File: config.mk
export PLATFORM = sky130hd
export DESIGN_NAME = imem_byte_tx
export DESIGN_NICKNAME = d
export VERILOG_FILES = /design/src/rtl/imem_stream_pkg.sv /design/src/rtl/imem_tx_strobe_gen.sv /design/src/rtl/imem_byte_tx.sv
export SDC_FILE = /design/constraint.sdc
export NUM_CORES = 1
export LEC_CHECK = 0
export ABC_CLOCK_PERIOD_IN_PS = 2690
export BUFFER_PORTS_ARGS = -buffer_cell sky130_fd_sc_hd__buf_2
export CAP_MARGIN = 20
export CORE_MARGIN = 1.5
export CORE_UTILIZATION = 50
export DETAILED_ROUTE_END_ITERATION = 10
export GPL_TIMING_DRIVEN = 1
export PLACE_DENSITY = 0.83
export SETUP_SLACK_MARGIN = 0.02
export SYNTH_ARGS = -nofsm -noshare
export SYNTH_HDL_FRONTEND = slang
export SYNTH_SLANG_ARGS = --single-unit
export TNS_END_PERCENT = 20
File: constraint.sdc
create_clock -name clk -period 2.69 [get_ports clk]
set_input_delay 0.1345 -clock clk [delete_from_list [all_inputs] [get_ports clk]]
set_output_delay 0.1345 -clock clk [all_outputs]
set_load 0.01 [all_outputs]
File: src/rtl/imem_stream_pkg.sv
// Shared framing constants and FSM state encoding for the program-stream
// transmitter and its loader-side counterpart.
package imem_stream_pkg;

  localparam logic [7:0] SOF_BYTE = 8'hFE;
  localparam logic [7:0] EOF_BYTE = 8'hFF;
  localparam logic [7:0] PAD_BYTE = 8'h00;

  typedef enum logic [2:0] {
    ST_IDLE,
    ST_SOF,
    ST_FETCH,
    ST_DATA,
    ST_EOF,
    ST_PAD,
    ST_DONE
  } tx_state_e;

  // True when any byte of a word collides with the EOF marker.
  function automatic logic has_ff(input logic [31:0] w);
    return (w[31:24] == EOF_BYTE) || (w[23:16] == EOF_BYTE) ||
           (w[15:8]  == EOF_BYTE) || (w[7:0]   == EOF_BYTE);
  endfunction

endpackage

File: src/rtl/imem_tx_strobe_gen.sv
// Byte window timer: strobe high for STB_HI cycles, then low for STB_LO,
// with byte_done marking the last cycle of each window. Holds at phase 0
// while run is low so the next window always starts from its high phase.
module imem_tx_strobe_gen #(
  parameter int STB_HI = 2,
  parameter int STB_LO = 2
) (
  input  logic clk,
  input  logic reset_n,
  input  logic run,
  output logic stb,
  output logic byte_done
);

  localparam int CW = 5;
  localparam logic [CW-1:0] HI_CNT = CW'(STB_HI);
  localparam logic [CW-1:0] LAST   = CW'(STB_HI + STB_LO - 1);

  logic [CW-1:0] cnt;

  // Phase counter wraps at the end of each window, back-to-back windows abut.
  always_ff @(posedge clk or negedge reset_n) begin
    if (!reset_n)                  cnt <= '0;
    else if (!run || cnt == LAST)  cnt <= '0;
    else                           cnt <= cnt + 1'b1;
  end

  assign stb       = run && (cnt < HI_CNT);
  assign byte_done = run && (cnt == LAST);

endmodule

File: src/rtl/imem_byte_tx.sv
// Streams a program buffer as a byte frame: SOF, 4 bytes per word MSB
// first, EOF, PAD. Optional build macro IMEM_TX_FF_CHECK_EN aborts the
// frame (EOF+PAD, err_o instead of done_o) on a fetched word containing 0xFF.
module imem_byte_tx
  import imem_stream_pkg::*;
#(
  parameter int ADDR_W = 6,
  parameter int STB_HI = 2,
  parameter int STB_LO = 2
) (
  input  logic              clk,
  input  logic              reset_n,
  input  logic              start_i,
  input  logic [ADDR_W:0]   word_cnt_i,
  output logic [ADDR_W-1:0] rd_addr_o,
  input  logic [31:0]       rd_data_i,
  output logic [7:0]        byte_o,
  output logic              byte_stb_o,
  output logic              busy_o,
  output logic              done_o,
  output logic              err_o
);

  tx_state_e         state, nxt;
  logic [ADDR_W:0]   word_left;
  logic [ADDR_W-1:0] addr;
  logic [1:0]        byte_idx;
  logic [31:0]       shreg;
  logic              run, byte_done, word_bad;

`ifdef IMEM_TX_FF_CHECK_EN
  logic err_q;
  assign word_bad = has_ff(rd_data_i);
`else
  assign word_bad = 1'b0;
`endif

  assign run = (state == ST_SOF) || (state == ST_DATA) ||
               (state == ST_EOF) || (state == ST_PAD);

  imem_tx_strobe_gen #(.STB_HI(STB_HI), .STB_LO(STB_LO)) u_stb (
    .clk       (clk),
    .reset_n   (reset_n),
    .run       (run),
    .stb       (byte_stb_o),
    .byte_done (byte_done)
  );

  // State register.
  always_ff @(posedge clk or negedge reset_n) begin
    if (!reset_n) state <= ST_IDLE;
    else          state <= nxt;
  end

  // Next-state: byte states advance on window end, FETCH is a single cycle.
  always_comb begin
    nxt = state;
    case (state)
      ST_IDLE:  if (start_i) nxt = ST_SOF;
      ST_SOF:   if (byte_done) nxt = (word_left != '0) ? ST_FETCH : ST_EOF;
      ST_FETCH: nxt = word_bad ? ST_EOF : ST_DATA;
      ST_DATA:  if (byte_done && byte_idx == 2'd3)
                  nxt = (word_left != '0) ? ST_FETCH : ST_EOF;
      ST_EOF:   if (byte_done) nxt = ST_PAD;
      ST_PAD:   if (byte_done) nxt = ST_DONE;
      ST_DONE:  nxt = ST_IDLE;
      default:  nxt = ST_IDLE;
    endcase
  end

  // Word/byte bookkeeping; the address only advances when another word
  // follows, so it never wraps even for a full 2^ADDR_W-word frame.
  always_ff @(posedge clk or negedge reset_n) begin
    if (!reset_n) begin
      word_left <= '0;
      addr      <= '0;
      byte_idx  <= '0;
      shreg     <= '0;
    end else begin
      case (state)
        ST_IDLE: if (start_i) begin
          word_left <= word_cnt_i;
          addr      <= '0;
          byte_idx  <= '0;
        end
        ST_FETCH: begin
          shreg     <= rd_data_i;
          word_left <= word_left - 1'b1;
          byte_idx  <= '0;
          if (word_left > (ADDR_W+1)'(1)) addr <= addr + 1'b1;
        end
        ST_DATA: if (byte_done) begin
          shreg    <= {shreg[23:0], 8'h00};
          byte_idx <= byte_idx + 1'b1;
        end
        default: ;
      endcase
    end
  end

`ifdef IMEM_TX_FF_CHECK_EN
  // Abort flag, latched on a bad word and cleared at the next accepted start.
  always_ff @(posedge clk or negedge reset_n) begin
    if (!reset_n)                           err_q <= 1'b0;
    else if (state == ST_IDLE && start_i)   err_q <= 1'b0;
    else if (state == ST_FETCH && word_bad) err_q <= 1'b1;
  end
  assign done_o = (state == ST_DONE) && !err_q;
  assign err_o  = (state == ST_DONE) &&  err_q;
`else
  assign done_o = (state == ST_DONE);
  assign err_o  = 1'b0;
`endif

  // Byte mux: held for the whole window, zero outside byte states.
  always_comb begin
    byte_o = 8'h00;
    case (state)
      ST_SOF:  byte_o = SOF_BYTE;
      ST_DATA: byte_o = shreg[31:24];
      ST_EOF:  byte_o = EOF_BYTE;
      ST_PAD:  byte_o = PAD_BYTE;
      default: byte_o = 8'h00;
    endcase
  end

  assign rd_addr_o = addr;
  assign busy_o    = (state != ST_IDLE) && (state != ST_DONE);

endmodule

==> flow_metrics.env <==
export IMPL_status="finished, final reports clean"
export IMPL_drv_cap=0
export IMPL_initial_core_util_pct=52.19
export IMPL_drc=0
export IMPL_finalCritPeriodShare_pct=91.37
export IMPL_antenna_found_initial=0
export IMPL_drt_pass1_iterations=4
export IMPL_worstPathArrival_ns=2.32
export IMPL_drv_slew=0
export IMPL_period_needed_ns=2.458
export IMPL_path_max_fanout=14
export IMPL_clock_tree_buffer_depth=2
export IMPL_core_area_mm2=0.005540
export IMPL_async_flop_share_pct=100.0
export IMPL_netlist_top_cells_count="dfrtp_1, nand2_1, o21ai_0, mux2i_1, nand3_1"
export IMPL_grt_overflow=0
export IMPL_ys_top_cells_by_area="dfrtp_1, mux2i_1, nand2_1, o21ai_0, nand3_1"
export IMPL_stdcell_count=427
export IMPL_grt_max_degree=59
export IMPL_ys_types=56
export IMPL_tightest_slew_ns=0.9741
export IMPL_seqCellArea_mm2=0.001376
export IMPL_hold_class="primary input to flop"
export IMPL_crit_type="flop to primary output"
export IMPL_clk_pin_slew_ns=0.10
export IMPL_ir_worst_vdd_mv=0.2771
export IMPL_die_height_um=79.05
export IMPL_fin_nets=402
export IMPL_ant_nets=0
export IMPL_cts_buffers=5
export IMPL_multi_input_area_mm2=0.001405
export IMPL_dp_final_hpwl_mm=4.455
export IMPL_totalWireLength_mm=6.398
export IMPL_synthesis_area_mm2=0.002892
export IMPL_yosysTopAreaCellShare_pct=47.60
export IMPL_p_leak_nw=1.598
export IMPL_rsz0062_at_grt="no"
export IMPL_pre_cts_ws_ns=0.3920
export IMPL_slew_limit_headroom_pct=34.14
export IMPL_required_ns=2.56
export IMPL_end_kind="primary output"
export IMPL_io_buffers=58
export IMPL_cts_tree="yes"
export IMPL_fmax_ghz=0.4069
export IMPL_layout_setup_ws_ns=0.2322
export IMPL_drive_gt1_share_pct=23.66
export IMPL_die_x_um=79.05
export IMPL_cp_start_kind="flop"
export IMPL_crit_start="state[0]"
export IMPL_clock_sinks=55
export IMPL_r2r_end="shreg[16]"
export IMPL_fin_tns_setup_ns=0
export IMPL_wl_per_cell_um=14.98
export IMPL_cts_root_buffer="clkbuf_8"
export IMPL_initialDrtViolationCount=218
export IMPL_synthesis_instances=301
export IMPL_pin_count=60
export IMPL_routed_via_count=2416
export IMPL_skew_ns=0.005605
export IMPL_synth_seq_area_share_pct=47.60
export IMPL_ys_ff_latch=55
export IMPL_clkLatencyLatePin_ns=0.31
export IMPL_grt_pass1_vias=2284
export IMPL_synth_top_cell_by_area="dfrtp_1"
export IMPL_yosysWarnings=0
export IMPL_synth_edf_count=0
export IMPL_cp_endpoint="byte_o[2]"
export IMPL_synthFlopType="dfrtp_1"
export IMPL_gp_congestion=0.8019
export IMPL_antenna_cells=0
export IMPL_ff2ff_setup_slack_ns=0.55
export IMPL_fillCellCount=467
export IMPL_hold_viol_final=0
export IMPL_place_inst=416
export IMPL_post_cts_resize_count=0
export IMPL_min_delay_path_depth=3
export IMPL_setup_violations_final=0
export IMPL_via_per_inst=5.658
export IMPL_worstReg2RegStart="u_stb.cnt[1]"
export IMPL_areaGrowthSynthToFinish_pct=16.96
export IMPL_synth_area_per_cell_um2=9.606
export IMPL_syn_num_nets=349
export IMPL_yosysMostFrequentCell="dfrtp_1"
export IMPL_htreeDepth=2
export IMPL_p_per_area_mw_per_mm2=439.2
export IMPL_grt_use_total_pct=20.77
export IMPL_grt_first_pass_wirelength_mm=10.36
export IMPL_dieArea_mm2=0.006248
export IMPL_rows=27
export IMPL_reg2reg_depth=6
-- how the worst min path moves through the flow --
stage / start / endpoint / slack [ns]
after floorplan: reset_n / byte_idx[0] / -0.16
after global routing: rd_data_i[2] / shreg[2] / 0.05
final: rd_data_i[2] / shreg[2] / 0.04
after global placement: word_cnt_i[5] / word_left[5] / 0.35
after CTS: reset_n / rd_addr_o[5] / 0.04
after detailed placement: rd_data_i[0] / shreg[0] / 0.36
-- final cells by class --
class                      count  share of cell area [%]
multi-input combinational    221                   41.55
inverter                       7                  0.7769
clock inverter                 2                   1.147
clock buffer                   6                   2.442
tap                           72                   2.664
timing repair buffer          64                   10.73
sequential                    55                   40.70
-- worst max-delay path, stage by stage (launching register included) --
cell	delay, ns
dfrtp_1	0.56
and2b_1	0.55
inv_2	0.13
a21oi_1	0.52
a21o_1	0.14
buf_2	0.12
-- registers in the layout (all words and copies together), names as in the netlist --
name and cells:
byte_idx 2, rd_addr_o 6, shreg 32, state 3, word_left 7, u_stb.cnt 5
-- what timing repair did --
action / CTS / global route
hold buffers: 0 / 1
hold endpoints to repair: 0 / 47
buffers inserted: 0 / 0
-- where the power goes --
group	total, mW	switching (mW)	internal [mW]
clock network	0.575	0.269	0.306
logic	0.0750	0.0379	0.0372
registers	0.835	0.00321	0.832
total	1.49	0.310	1.18
-- layer usage --
| layer | GRT usage [%] | share of wire, % | wire [µm] | up-vias |
|---|---|---|---|---|
| li1 | - | - | - | 1180 |
| met1 | 28.25 | 45 | 2891 | 1154 |
| met2 | 33.08 | 48 | 3084 | 72 |
| met3 | 4.368 | 5.0 | 323 | 10 |
| met4 | 7.018 | 1.5 | 98 | 0 |
| met5 | 0 | 0 | 0 | - |
-- layout by cell type, fill, tap and decap left out, types with 3 or more instances in the layout --
cell	n
a21oi_1	8
o21ai_0	29
ha_1	6
nand3_1	18
and3_1	7
or4_1	4
buf_2	58
nor2_1	14
a21o_1	7
inv_1	5
nand4_1	3
dfrtp_1	55
mux2i_1	24
nor3_1	4
o21ai_1	3
nand2_1	50
clkbuf_8	6
buf_4	3
-- through the flow --
step	util [%]	power [mW]	hold WS [ns]	cell area (µm²)
5_1_grt	61.04	1.538	0.04885	3382
2_1_floorplan	-	0.8696	-0.1611	2892
3_5_place_dp	57.95	0.9235	0.3624	3211
4_1_cts	60.14	1.494	0.04002	3332
3_3_place_gp	57.95	0.9228	0.3516	3211
6_report	61.04	1.485	0.03965	3382
-- cell families (layout without fill, tap and decap cells) --
kind of cell	Yosys count	count (layout)	synth area share [%]
adders and majority gates	6	6	2.596
other	1	1	0.1297
AOI/OAI and AO/OA	70	70	15.84
buffers and inverters	25	79	4.197
muxes	26	26	9.217
DFF	55	55	47.60
xor gates and xnor gates	3	3	0.9089
and+or+nand+nor	115	115	19.52
Note: power is estimated with default switching activity, not from simulation.
